**config.mk**
```make
export PLATFORM = sky130hd
export DESIGN_NAME = fetch_ctrl
export DESIGN_NICKNAME = d
export VERILOG_FILES = /design/src/rtl/fetch_pkg.sv /design/src/rtl/fetch_fifo.sv /design/src/rtl/fetch_ctrl.sv
export SDC_FILE = /design/constraint.sdc
export NUM_CORES = 1
export LEC_CHECK = 0
export BUFFER_PORTS_ARGS = -buffer_cell sky130_fd_sc_hd__buf_2
export CELL_PAD_IN_SITES_DETAIL_PLACEMENT = 1
export CELL_PAD_IN_SITES_GLOBAL_PLACEMENT = 1
export CORE_ASPECT_RATIO = 1.4
export CORE_MARGIN = 5
export CORE_UTILIZATION = 45
export DETAILED_ROUTE_END_ITERATION = 8
export GPL_TIMING_DRIVEN = 0
export PLACE_DENSITY_LB_ADDON = 0.1
export SLEW_MARGIN = 5
export SYNTH_ARGS = -nofsm -noshare
export SYNTH_HDL_FRONTEND = slang
export SYNTH_SLANG_ARGS = --single-unit
export TNS_END_PERCENT = 100
```
**constraint.sdc**
```tcl
create_clock -name clk -period 5 [get_ports clk]
set_input_delay 0 -clock clk [delete_from_list [all_inputs] [get_ports clk]]
set_output_delay 0 -clock clk [all_outputs]
set_load 0.02 [all_outputs]
```
**src/rtl/fetch_pkg.sv**
```systemverilog
// Shared types and defaults for the instruction fetch controller and its buffer.
package fetch_pkg;

  typedef enum logic {
    IDLE  = 1'b0,
    FETCH = 1'b1
  } fetch_state_t;

  typedef struct packed {
    logic [31:0] pc;
    logic [31:0] instr;
  } fetch_entry_t;

  localparam logic [31:0] RESET_PC_DEFAULT = 32'h0000_0000;

endpackage

```
**src/rtl/fetch_fifo.sv**
```systemverilog
// Small circular fetch buffer: one enqueue and one dequeue per cycle, with flush.
module fetch_fifo
  import fetch_pkg::*;
#(
  parameter int unsigned DEPTH = 2
) (
  input  logic                     clk,
  input  logic                     rst_n,
  input  logic                     enq,
  input  fetch_entry_t             enq_entry,
  input  logic                     deq,
  input  logic                     flush,
  output logic [$clog2(DEPTH):0]   count,
  output fetch_entry_t             head
);

  localparam int unsigned AW = $clog2(DEPTH);

  fetch_entry_t   mem [DEPTH];
  logic [AW-1:0]  wr_ptr;
  logic [AW-1:0]  rd_ptr;

  always_ff @(posedge clk or negedge rst_n) begin
    if (!rst_n) begin
      wr_ptr <= '0;
      rd_ptr <= '0;
      count  <= '0;
      for (int unsigned i = 0; i < DEPTH; i++) mem[i] <= '0;
    end else if (flush) begin
      wr_ptr <= '0;
      rd_ptr <= '0;
      count  <= '0;
    end else begin
      if (enq) begin
        mem[wr_ptr] <= enq_entry;
        wr_ptr      <= wr_ptr + 1'b1;
      end
      if (deq) rd_ptr <= rd_ptr + 1'b1;
      case ({enq, deq})
        2'b10:   count <= count + 1'b1;
        2'b01:   count <= count - 1'b1;
        default: ;
      endcase
    end
  end

  assign head = mem[rd_ptr];

endmodule

```
**src/rtl/fetch_ctrl.sv**
```systemverilog
// Instruction fetch controller: sequential PC generation into a small buffer,
// redirect flush, and a ready/valid handoff to decode.
module fetch_ctrl
  import fetch_pkg::*;
#(
  parameter logic [31:0] RESET_PC   = RESET_PC_DEFAULT,
  parameter int unsigned FIFO_DEPTH = 2
) (
  input  logic        clk,
  input  logic        rst_n,
  input  logic        run,
  output logic [31:0] imem_addr,
  input  logic [31:0] imem_rd,
  input  logic        redirect_valid,
  input  logic [31:0] redirect_pc,
  output logic        if_valid,
  input  logic        if_ready,
  output logic [31:0] if_instr,
  output logic [31:0] if_pc,
  output logic [31:0] if_pc_plus4,
  output logic        busy,
  output logic [31:0] instr_count
);

  localparam int unsigned CW = $clog2(FIFO_DEPTH) + 1;

  fetch_state_t  state;
  logic [31:0]   fetch_pc;
  logic [CW-1:0] count;
  fetch_entry_t  head;
  fetch_entry_t  enq_entry;
  logic          enq;
  logic          deq;
  logic          room;
  logic          unused_ok;

  // Redirect wins over both ends of the buffer; a full buffer still accepts
  // when the head leaves in the same cycle.
  assign deq       = (count != '0) && if_ready && !redirect_valid;
  assign room      = (count < CW'(FIFO_DEPTH)) || deq;
  assign enq       = (state == FETCH) && run && !redirect_valid && room;
  assign enq_entry = '{pc: fetch_pc, instr: imem_rd};
  assign unused_ok = ^redirect_pc[1:0];

  always_ff @(posedge clk or negedge rst_n) begin
    if (!rst_n) begin
      state       <= IDLE;
      fetch_pc    <= {RESET_PC[31:2], 2'b00};
      instr_count <= '0;
    end else begin
      state <= run ? FETCH : IDLE;
      if (redirect_valid)
        fetch_pc <= {redirect_pc[31:2], 2'b00};
      else if (enq)
        fetch_pc <= fetch_pc + 32'd4;
      if (deq)
        instr_count <= instr_count + 32'd1;
    end
  end

  fetch_fifo #(
    .DEPTH (FIFO_DEPTH)
  ) u_fifo (
    .clk       (clk),
    .rst_n     (rst_n),
    .enq       (enq),
    .enq_entry (enq_entry),
    .deq       (deq),
    .flush     (redirect_valid),
    .count     (count),
    .head      (head)
  );

  assign imem_addr   = fetch_pc;
  assign if_valid    = (count != '0);
  assign if_instr    = head.instr;
  assign if_pc       = head.pc;
  assign if_pc_plus4 = head.pc + 32'd4;
  assign busy        = (state == FETCH) || (count != '0);

endmodule

```
==> flow_summary.json, run 1 <==
{
  "dr.first_iter.drc_count": 245,
  "timing.critical_path.cells": "buf_2 > buf_2 > buf_2 > clkbuf_4 > buf_2 > buf_2 > mux2i_1 > inv_1 > ha_1 > inv_1 > a211oi_4 > nand4_1 > nor3_1 > xor2_1 > buf_2",
  "worst_path_max_delay_cell": "sky130_fd_sc_hd__a211oi_4",
  "critical_path.endpoint_type": "primary output",
  "crit_path_start_kind": "flop",
  "clock_path_buffers": 2,
  "post_route_core_utilization_pct": 58.87,
  "wl_per_cell_um": 19.79,
  "grt_util_met2_pct": 42.14,
  "mappedNetlistArea_um2": 9371,
  "finalWirelength_um": 27170,
  "netlist-cell-type-count": 44,
  "io_pins": 231,
  "layout-area-overhead-vs-synth_pct": 29.13,
  "ys_warn_count": 0,
  "cellLeakagePower_nw": 5.629,
  "final_sum_of_negative_setup_slack_ns": 0,
  "floorplan.rows": 62,
  "post-route-drc-count": 0,
  "number_of_antenna_violations_at_the_first_check_in_global_routing": 0,
  "multi_input_comb_area_um2": 4358,
  "r2r_end": "u_fifo.mem[98]",
  "die_outline_width_um": 132.0,
  "setup_violating_endpoint_count_in_the_final_report": 0,
  "synthXorXnorAreaFrac_pct": 8.131,
  "cts_buffers": 17,
  "remaining_global_route_overflow": 0,
  "regToRegStartpoint": "u_fifo.count[1]",
  "detailedRoute.firstPassIterationCount": 5,
  "worst-setup-path-type": "flop to primary output",
  "r2r.worst_path.cells": 5,
  "grt_first_pass_wirelength_um": 44890,
  "groute.layer.met3.usage_pct": 4.118,
  "hold_path_class": "input pin to flop",
  "report.power.total_mw": 4.995,
  "die_h_um": 180.8,
  "synth_flop_type": "sky130_fd_sc_hd__dfrtp_1",
  "timing.max_slew.rel_slack_pct": 24.77,
  "timing.hold.worst_endpoint": "imem_addr[26]",
  "diode_insertion_count_for_antenna_repair": 0,
  "vdd_drop_max_mv": 0.2285,
  "post_route_clock_skew_ns": 0.01212,
  "post_synth.cell_area_avg_um2": 11.83,
  "cts_htree_levels": 4,
  "setup_repair_after_global_routing_missed_its_margin": "no",
  "max_slew_violation_count": 0,
  "outcome": "complete, no violations",
  "synth-compound-area-share_pct": 3.044,
  "pwr_density_cell_nw_per_um2": 412.7,
  "min_period_over_period_pct": 93.89,
  "grt_usage_pct": 23.11,
  "layout_common_cells": "sky130_fd_sc_hd__buf_2 (243), sky130_fd_sc_hd__dfrtp_1 (191), sky130_fd_sc_hd__mux2_2 (166), sky130_fd_sc_hd__nand2_1 (71), sky130_fd_sc_hd__xnor2_1 (68)",
  "fillers": 2233,
  "ff_latch_area_um2": 4780,
  "clock_sink_count": 191,
  "dieArea_um2": 23850,
  "synth_fa_ha_area_share_pct": 0.4005,
  "drv.max_cap_violation_count": 0,
  "cpLargestDelayFamily": "buffers and inverters",
  "hold_crit_depth": 4,
  "synth.area.mux_share_pct": 22.26,
  "postLayoutCellArea_um2": 12100,
  "clkLatencyLatePin_ns": 0.43,
  "ys_seq_area_share_pct": 51.00,
  "reg2reg_slack_ns": 2.37,
  "crit_fanout": 10,
  "timing.critical_path.from": "u_fifo.rd_ptr",
  "async_reset_ff_share_pct": 100.0,
  "initial_utilization_pct": 45.59,
  "synth_enable_flop_cells": 0,
  "post_cts_buffers": 0,
  "numPortBuffers": 222,
  "worstPathBufferInverterCount": 9,
  "gp_routability_congestion": 0.7727,
  "synth_top_family_by_area": "multiplexers",
  "synthesis.instances": 792,
  "worstPathRequired_ns": 5.00,
  "hold_path_startpoint": "redirect_valid",
  "gr-max-usage-layer": "met2",
  "detailed_place.area_um2": 10860,
  "cpMostUsedCell": "sky130_fd_sc_hd__buf_2",
  "core_region_area_um2": 20560,
  "routed_via_density": 5.298,
  "grt_max_degree": 104,
  "critPathArrivalTime_ns": 4.69,
  "ctsRootBufferMaster": "sky130_fd_sc_hd__clkbuf_16",
  "mostFrequentLayoutCell": "sky130_fd_sc_hd__buf_2",
  "ys_ff_latch": 191,
  "worst_pin_slew_ns": 1.120,
  "drive_above_1_share_pct": 40.73,
  "finalCriticalPeriod_ns": 4.695,
  "vias_in_the_first_global_route": 8113,
  "tritoncts": "yes",
  "post_synthesis_share_of_cell_area_spent_on_and_or_nand_and_nor_gates_pct": 12.30,
  "detailroute.via_count": 7274,
  "layout_nets": 1176,
  "clkSlewWorstSetupHoldPaths_ns": 0.07,
  "timing_hold_violations_final": 0,
  "max_stage_delay_ns": 0.41,
  "achievable_frequency_mhz": 213.0,
  "detailedPlacementHpwl_um": 19380,
  "global_route.usage.met1_pct": 28.55,
  "ant_nets": 0
}
==> sequential cells by signal, indices dropped and copies added (netlist names) <==
name,cells
u_fifo.rd_ptr,1
imem_addr,30
u_fifo.count,2
u_fifo.mem,124
u_fifo.wr_ptr,1
state,1
instr_count,32
==> through the flow <==
| step | hold WS [ns] | setup slack [ns] | std cells |
|---|---|---|---|
| floorplan | -0.2956 | 1.494 | 797 |
| global placement | 0.1366 | 0.08858 | 1275 |
| detailed placement | 0.1146 | 0.01896 | 1276 |
| CTS | 0.05649 | 0.1021 | 1373 |
| global route | 0.07568 | 0.04327 | 1373 |
| finish | 0.06283 | 0.3054 | 1373 |
==> layout make-up <==
cell class,count,area share (%)
tap,256,2.647
clock buffer,20,3.774
timing repair buffer,288,14.87
buffer,41,1.778
clock inverter,12,0.9926
multi-input combinational,551,36.01
sequential,191,39.50
inverter,14,0.4342
==> worst register-to-register path: stages, from the launching register on <==
cell                       delay, ns
sky130_fd_sc_hd__dfrtp_1        0.43
sky130_fd_sc_hd__nand2b_1       0.26
sky130_fd_sc_hd__nand2_1        0.13
sky130_fd_sc_hd__nor3_1         0.87
sky130_fd_sc_hd__buf_2          0.44
sky130_fd_sc_hd__mux2_2         0.38
==> synth_stat cells, types with 10 or more instances <==
| cell | number | area, µm² |
|---|---|---|
| sky130_fd_sc_hd__mux2_2 | 166 | 1869 |
| sky130_fd_sc_hd__and3_1 | 11 | 68.82 |
| sky130_fd_sc_hd__nand4_1 | 17 | 106.4 |
| sky130_fd_sc_hd__nor3_1 | 16 | 80.08 |
| sky130_fd_sc_hd__nand2_1 | 71 | 266.5 |
| sky130_fd_sc_hd__mux2_1 | 13 | 146.4 |
| sky130_fd_sc_hd__and2_1 | 10 | 62.56 |
| sky130_fd_sc_hd__xor2_1 | 19 | 166.4 |
| sky130_fd_sc_hd__inv_1 | 14 | 52.55 |
| sky130_fd_sc_hd__o21ai_0 | 31 | 155.2 |
| sky130_fd_sc_hd__nor2_1 | 21 | 78.83 |
| sky130_fd_sc_hd__dfrtp_1 | 191 | 4780 |
| sky130_fd_sc_hd__buf_2 | 23 | 115.1 |
| sky130_fd_sc_hd__nand3_1 | 37 | 185.2 |
| sky130_fd_sc_hd__xnor2_1 | 68 | 595.6 |
==> how the worst max path moves through the flow <==
stage                                 end  slack, ns  cells past startpoint
after floorplan           if_pc_plus4[28]       1.49                     14
after global placement    if_pc_plus4[28]       0.09                     15
after detailed placement  if_pc_plus4[28]       0.02                     15
after CTS                 if_pc_plus4[28]       0.10                     15
after global routing      if_pc_plus4[28]       0.04                     15
final                     if_pc_plus4[28]       0.31                     15
==> power by group <==
group / internal (mW) / switching (mW) / total (mW)
Combinational: 0.692 / 0.886 / 1.58
Sequential: 1.85 / 0.238 / 2.09
Clock: 0.688 / 0.638 / 1.33
==> logic make-up (layout without fill, tap and decap cells) <==
group                      Yosys count  after routing
adders and majority gates            3              3
DFF                                191            191
muxes                              186            186
other                                1              6
xor gates and xnor gates            87             87
buffers and inverters               55            375
and+or+nand+nor                    221            221
AOI/OAI and AO/OA                   48             48
==> repair_timing <==
action                                  CTS  global route
hold endpoints to repair                198             0
hold buffers                             65             0
resized for setup                         2             1
pin swaps                                 0             1
endpoints found under the setup margin    8             1
==> metal layers <==
| metal | up-vias | share of wire (%) |
|---|---|---|
| met1 | 3701 | 42 |
| met4 | 0 | 1.2 |
| met5 | - | 0 |
| met3 | 19 | 3.8 |
| li1 | 3398 | - |
| met2 | 156 | 53 |
Power figures use the tool's default switching activity.
==> run 2: changes to the inputs <==
--- a/config.mk
+++ b/config.mk
@@ -5,6 +5,7 @@
 export SDC_FILE = /design/constraint.sdc
 export NUM_CORES = 1
 export LEC_CHECK = 0
+export ABC_CLOCK_PERIOD_IN_PS = 5000
 export BUFFER_PORTS_ARGS = -buffer_cell sky130_fd_sc_hd__buf_2
 export CELL_PAD_IN_SITES_DETAIL_PLACEMENT = 1
 export CELL_PAD_IN_SITES_GLOBAL_PLACEMENT = 1
@@ -14,6 +15,7 @@
 export DETAILED_ROUTE_END_ITERATION = 8
 export GPL_TIMING_DRIVEN = 0
 export PLACE_DENSITY_LB_ADDON = 0.1
+export RECOVER_POWER = 50
 export SLEW_MARGIN = 5
 export SYNTH_ARGS = -nofsm -noshare
 export SYNTH_HDL_FRONTEND = slang
==> flow_summary.json, run 2 (synthesis gave the netlist of run 1 again) <==
{
  "outcome": "complete, but fails checks",
  "violations": "capacitance limit, slew limit",
  "groute.layer.met3.usage_pct": 4.118,
  "detailed_place.area_um2": 10860,
  "dieArea_um2": 23850,
  "worst_path_max_delay_cell": "sky130_fd_sc_hd__a211oi_4",
  "drive_above_1_share_pct": 34.83,
  "grt_first_pass_wirelength_um": 44890,
  "finalCriticalPeriod_ns": 4.670,
  "pre_cts_ws_ns": 0.01896,
  "crit_path_start_kind": "flop",
  "drv.max_cap_violation_count": 1,
  "dr.first_iter.drc_count": 243,
  "clock_path_buffers": 2,
  "clkLatencyLatePin_ns": 0.43,
  "pwr_density_cell_nw_per_um2": 415.4,
  "initial_utilization_pct": 45.59,
  "critical_path.endpoint_type": "primary output",
  "worst_slack_ns": 0.3297,
  "cpMostUsedCell": "sky130_fd_sc_hd__buf_2",
  "clock_power_share_pct": 26.6,
  "registers.top_by_ff_count": "u_fifo.mem",
  "ant_nets": 0,
  "holdWs_ns": 0.06195,
  "diode_insertion_count_for_antenna_repair": 0,
  "number_of_antenna_violations_at_the_first_check_in_global_routing": 0,
  "crit_fanout": 10,
  "grt_util_met2_pct": 42.14,
  "total_switching_power_mw": 1.761,
  "layout_common_cells": "sky130_fd_sc_hd__dfrtp_1 (191), sky130_fd_sc_hd__buf_2 (178), sky130_fd_sc_hd__mux2_2 (166), sky130_fd_sc_hd__clkbuf_1 (75), sky130_fd_sc_hd__nand2_1 (71)",
  "post_route_clock_skew_ns": 0.01423,
  "detailroute.via_count": 7278,
  "detailedPlacementHpwl_um": 19380,
  "max_slew_violation_count": 103,
  "gp_routability_congestion": 0.7727,
  "worst_pin_slew_ns": 2.600,
  "worstPathRequired_ns": 5.00,
  "numPortBuffers": 222,
  "finalWirelength_um": 27120,
  "clock_sink_count": 191,
  "comb_power_share_pct": 31.4,
  "layout_nets": 1176,
  "die_h_um": 180.8,
  "power_switching_share_pct": 35.34,
  "cts_htree_levels": 4,
  "cellLeakagePower_nw": 5.378,
  "remaining_global_route_overflow": 0,
  "vias_in_the_first_global_route": 8113,
  "core_region_area_um2": 20560,
  "timing.critical_path.cells": "buf_2 > buf_2 > buf_2 > clkbuf_4 > buf_2 > buf_2 > mux2i_1 > inv_1 > ha_1 > inv_1 > a211oi_4 > nand4_1 > nor3_1 > xor2_1 > buf_2",
  "grt_usage_pct": 23.11,
  "share_seq_of_total_power_pct": 42.0,
  "worst-setup-path-type": "flop to primary output",
  "min_period_over_period_pct": 93.41,
  "postLayoutCellArea_um2": 12000,
  "detailedRoute.firstPassIterationCount": 5,
  "critPathArrivalTime_ns": 4.67,
  "setup_violating_endpoint_count_in_the_final_report": 0,
  "routed_via_density": 5.301,
  "ctsRootBufferMaster": "sky130_fd_sc_hd__clkbuf_16",
  "max_stage_delay_ns": 0.40,
  "global_route.usage.met1_pct": 28.55,
  "die_outline_width_um": 132.0,
  "layout-area-overhead-vs-synth_pct": 28.00,
  "achievable_frequency_mhz": 214.1,
  "timing.max_slew.rel_slack_pct": -73.33,
  "post-route-drc-count": 0,
  "io_pins": 231,
  "largest_register_ffs": 124,
  "clkSlewWorstSetupHoldPaths_ns": 0.07,
  "internal_power_mw": 3.222,
  "vdd_drop_max_mv": 0.2263,
  "report.power.total_mw": 4.983,
  "wl_per_cell_um": 19.76,
  "setup_repair_after_global_routing_missed_its_margin": "no",
  "timing_hold_violations_final": 0,
  "tritoncts": "yes",
  "hold_path_class": "input pin to flop",
  "gr-max-usage-layer": "met2",
  "grt_max_degree": 104,
  "final_sum_of_negative_setup_slack_ns": 0,
  "mostFrequentLayoutCell": "sky130_fd_sc_hd__dfrtp_1",
  "cts_buffers": 17,
  "floorplan.rows": 62
}
## run 2: cell types whose count changed in the layout (fill, tap and decap cells not counted), sizes merged
cell | before | now
buf | 254 | 188
clkbuf | 30 | 96
## run 2: layer usage
| metal | wire (µm) | vias to the layer above | share of wire (%) |
|---|---|---|---|
| li1 | - | 3397 | - |
| met1 | 11160 | 3706 | 41 |
| met2 | 14640 | 158 | 54 |
| met3 | 1040 | 17 | 3.8 |
| met4 | 282 | 0 | 1.0 |
| met5 | 0 | - | 0 |
## run 2: final timing paths
path,slack [ns],cells after the start,end,from
hold / removal,0.06,4,imem_addr[26],redirect_valid
hold reg to reg,0.48,1,instr_count[31],instr_count[31]
min in group asynchronous,0.92,2,u_fifo.mem[66],rst_n
max in group asynchronous,2.56,2,state,rst_n
setup / recovery,0.33,15,if_pc_plus4[28],u_fifo.rd_ptr
setup reg to reg,2.37,6,imem_addr[26],imem_addr[2]
## run 2: what timing repair did
action	in CTS	in global routing
endpoints found under the setup margin	8	1
pin swaps	0	1
buffers inserted	0	0
endpoints found under the hold margin	198	0
gates resized for setup	2	1
hold buffers	65	0
## run 2: worst max-delay path: cells and delay by family, from the launching register on
kind,cells,cell delay (ns)
multiplexers,1,0.17
buffers and inverters,9,2.27
AND/OR/NAND/NOR,2,0.70
XOR/XNOR,1,0.17
adder cells (fa/ha/maj),1,0.18
AO/OA/AOI/OAI,1,0.40
flip-flops,1,0.33
## run 2: power groups by stage
stage	registers (mW)	logic (mW)	clock network, mW
after global placement	2.10	1.51	0
after global routing	2.13	1.69	1.41
after floorplan	2.08	1.02	0
final	2.09	1.57	1.33
after CTS	2.09	1.59	1.35
after detailed placement	2.11	1.54	0
## run 2: stage by stage
| stage | instances | utilization, % |
|---|---|---|
| after floorplan | 797 | - |
| after global placement | 1275 | 52.64 |
| after detailed placement | 1276 | 52.82 |
| after CTS | 1373 | 58.86 |
| after global routing | 1373 | 58.35 |
| final | 1373 | 58.35 |
## run 2: cell type report
cell class                      count  area (µm²)
Buffer                             41       215.2
Sequential cell                   191        4780
Clock inverter                     12       120.1
Timing Repair Buffer              288        1708
Tap cell                          256       320.3
Inverter                           14       52.55
Multi-Input combinational cell    551        4343
Fill cell                        2259        8562
Clock buffer                       20       456.7
==> run 3: changes to the inputs <==
--- a/config.mk
+++ b/config.mk
@@ -11,7 +11,7 @@
 export CELL_PAD_IN_SITES_GLOBAL_PLACEMENT = 1
 export CORE_ASPECT_RATIO = 1.4
 export CORE_MARGIN = 5
-export CORE_UTILIZATION = 45
+export CORE_UTILIZATION = 31
 export DETAILED_ROUTE_END_ITERATION = 8
 export GPL_TIMING_DRIVEN = 0
 export PLACE_DENSITY_LB_ADDON = 0.1
==> flow_summary.json, run 3 (synthesis gave the netlist of run 1 again) <==
{
  "setup_violating_endpoint_count_in_the_final_report": 0,
  "detailedRoute.firstPassIterationCount": 4,
  "remaining_global_route_overflow": 0,
  "report.power.total_mw": 5.063,
  "final_sum_of_negative_setup_slack_ns": 0,
  "cellLeakagePower_nw": 5.387,
  "finalWirelength_um": 29030,
  "grt_usage_pct": 17.44,
  "routed_via_density": 4.814,
  "layout-area-overhead-vs-synth_pct": 29.96,
  "setup_repair_after_global_routing_missed_its_margin": "no",
  "multi_input_comb_area_um2": 4343,
  "cts_htree_levels": 4,
  "critPathArrivalTime_ns": 4.61,
  "vdd_drop_max_mv": 0.2079,
  "ant_nets": 0,
  "critical_path.endpoint_type": "primary output",
  "detailroute.via_count": 7226,
  "min_period_over_period_pct": 92.14,
  "fillers": 3317,
  "ctsRootBufferMaster": "sky130_fd_sc_hd__clkbuf_16",
  "crit_path_start_kind": "flop",
  "drive_above_1_share_pct": 34.86,
  "io_pins": 231,
  "max_slew_violation_count": 95,
  "detailedPlacementHpwl_um": 21110,
  "achievable_frequency_mhz": 217.1,
  "hold_crit_depth": 4,
  "number_of_antenna_violations_at_the_first_check_in_global_routing": 0,
  "timing.max_slew.rel_slack_pct": -68.48,
  "worst_pin_slew_ns": 2.527,
  "worstPathRequired_ns": 5.00,
  "grt_max_degree": 98,
  "numPortBuffers": 222,
  "timing_hold_violations_final": 0,
  "violations": "capacitance limit, slew limit",
  "vias_in_the_first_global_route": 7958,
  "mostFrequentLayoutCell": "sky130_fd_sc_hd__dfrtp_1",
  "die_h_um": 215.7,
  "pwr_density_cell_nw_per_um2": 415.7,
  "layout_common_cells": "sky130_fd_sc_hd__dfrtp_1 (191), sky130_fd_sc_hd__buf_2 (177), sky130_fd_sc_hd__mux2_2 (166), sky130_fd_sc_hd__clkbuf_1 (74), sky130_fd_sc_hd__nand2_1 (71)",
  "clkLatencyLatePin_ns": 0.45,
  "clock_sink_count": 191,
  "clkSlewWorstSetupHoldPaths_ns": 0.07,
  "diode_insertion_count_for_antenna_repair": 0,
  "gp_routability_congestion": 0.7453,
  "core_region_area_um2": 29940,
  "r2r.worst_path.cells": 6,
  "cts_buffers": 17,
  "wl_per_cell_um": 19.34,
  "crit_fanout": 10,
  "largest_register_ffs": 124,
  "postLayoutCellArea_um2": 12180,
  "worst-setup-path-type": "flop to primary output",
  "finalCriticalPeriod_ns": 4.607,
  "detailed_place.area_um2": 11020,
  "registers.top_by_ff_count": "u_fifo.mem",
  "ff_latch_area_um2": 4780,
  "clock_path_buffers": 2,
  "outcome": "complete, but fails checks",
  "post_route_clock_skew_ns": 0.01117,
  "dr.first_iter.drc_count": 145,
  "floorplan.rows": 75,
  "post_cts_buffers": 0,
  "layout_nets": 1176,
  "drv.max_cap_violation_count": 1,
  "post-route-drc-count": 0,
  "dieArea_um2": 33860,
  "hold_path_class": "input pin to flop",
  "grt_first_pass_wirelength_um": 46090,
  "initial_utilization_pct": 31.31,
  "tritoncts": "yes",
  "die_outline_width_um": 156.9
}
## run 3: cell types whose count changed in the layout (fill, tap and decap cells not counted), sizes merged
cell      delta
inv          -3
clkinv       -1
bufinv       +2
clkbuf       -1
buf          +1
clkinvlp     +1
## run 3: where the power goes
group / internal (mW) / leakage [nW] / switching [mW]
combinational: 0.680 / 2.68 / 0.887
clock: 0.780 / 0.293 / 0.629
sequential: 1.85 / 2.41 / 0.234
## run 3: path summary, 6_finish.rpt
check / startpoint / endpoint / slack [ns]
setup / recovery: u_fifo.rd_ptr / if_pc_plus4[28] / 0.39
hold / removal: redirect_valid / imem_addr[28] / 0.06
setup reg to reg: u_fifo.count[1] / imem_addr[28] / 2.40
hold reg to reg: instr_count[31] / instr_count[31] / 0.47
max in group asynchronous: rst_n / instr_count[1] / 2.65
min in group asynchronous: rst_n / u_fifo.mem[71] / 0.85
## run 3: timing repair
action,CTS,global route
gates resized for setup,4,0
endpoints found under the hold margin,190,0
hold buffers,65,0
pin swaps,0,1
gates cloned,0,0
endpoints found under the setup margin,12,1
## run 3: layer usage
layer	vias up	GRT usage (%)	routed length (µm)
li1	3396	-	-
met1	3664	21.61	12280
met2	143	31.13	15210
met3	23	2.745	1110
met4	0	4.920	423
met5	-	0	0
## run 3: layout make-up
type                    instances  share of cell area (%)
flip-flops and latches        191                   39.24
multi-input cells             551                   35.66
repair buffers                288                   14.02
well taps                     385                   3.955
clock buffers                  20                   3.832
plain buffers                  41                   1.788
clock inverters                11                   1.068
inverters                      14                  0.4315
## run 3: stage by stage
step	cells	hold WS (ns)	setup slack (ns)	util, %
global placement	1404	0.1347	-0.3962	36.69
detailed placement	1405	0.08034	-0.3546	36.82
global route	1501	0.08591	0.02298	40.69
floorplan	797	-0.2956	1.494	-
finish	1501	0.06090	0.3929	40.69
CTS	1501	0.05146	0.1221	41.04
## run 3: worst max-delay path, stage by stage (launching register included)
cell and delay (ns):
sky130_fd_sc_hd__dfrtp_1 0.32, sky130_fd_sc_hd__buf_2 0.20, sky130_fd_sc_hd__buf_2 0.32, sky130_fd_sc_hd__buf_2 0.35, sky130_fd_sc_hd__buf_4 0.30, sky130_fd_sc_hd__buf_4 0.28, sky130_fd_sc_hd__buf_2 0.35, sky130_fd_sc_hd__mux2i_1 0.18
sky130_fd_sc_hd__inv_1 0.10, sky130_fd_sc_hd__ha_1 0.18, sky130_fd_sc_hd__inv_1 0.11, sky130_fd_sc_hd__a211oi_4 0.44, sky130_fd_sc_hd__nand4_1 0.35, sky130_fd_sc_hd__nor3_1 0.32, sky130_fd_sc_hd__xor2_1 0.16, sky130_fd_sc_hd__buf_2 0.18
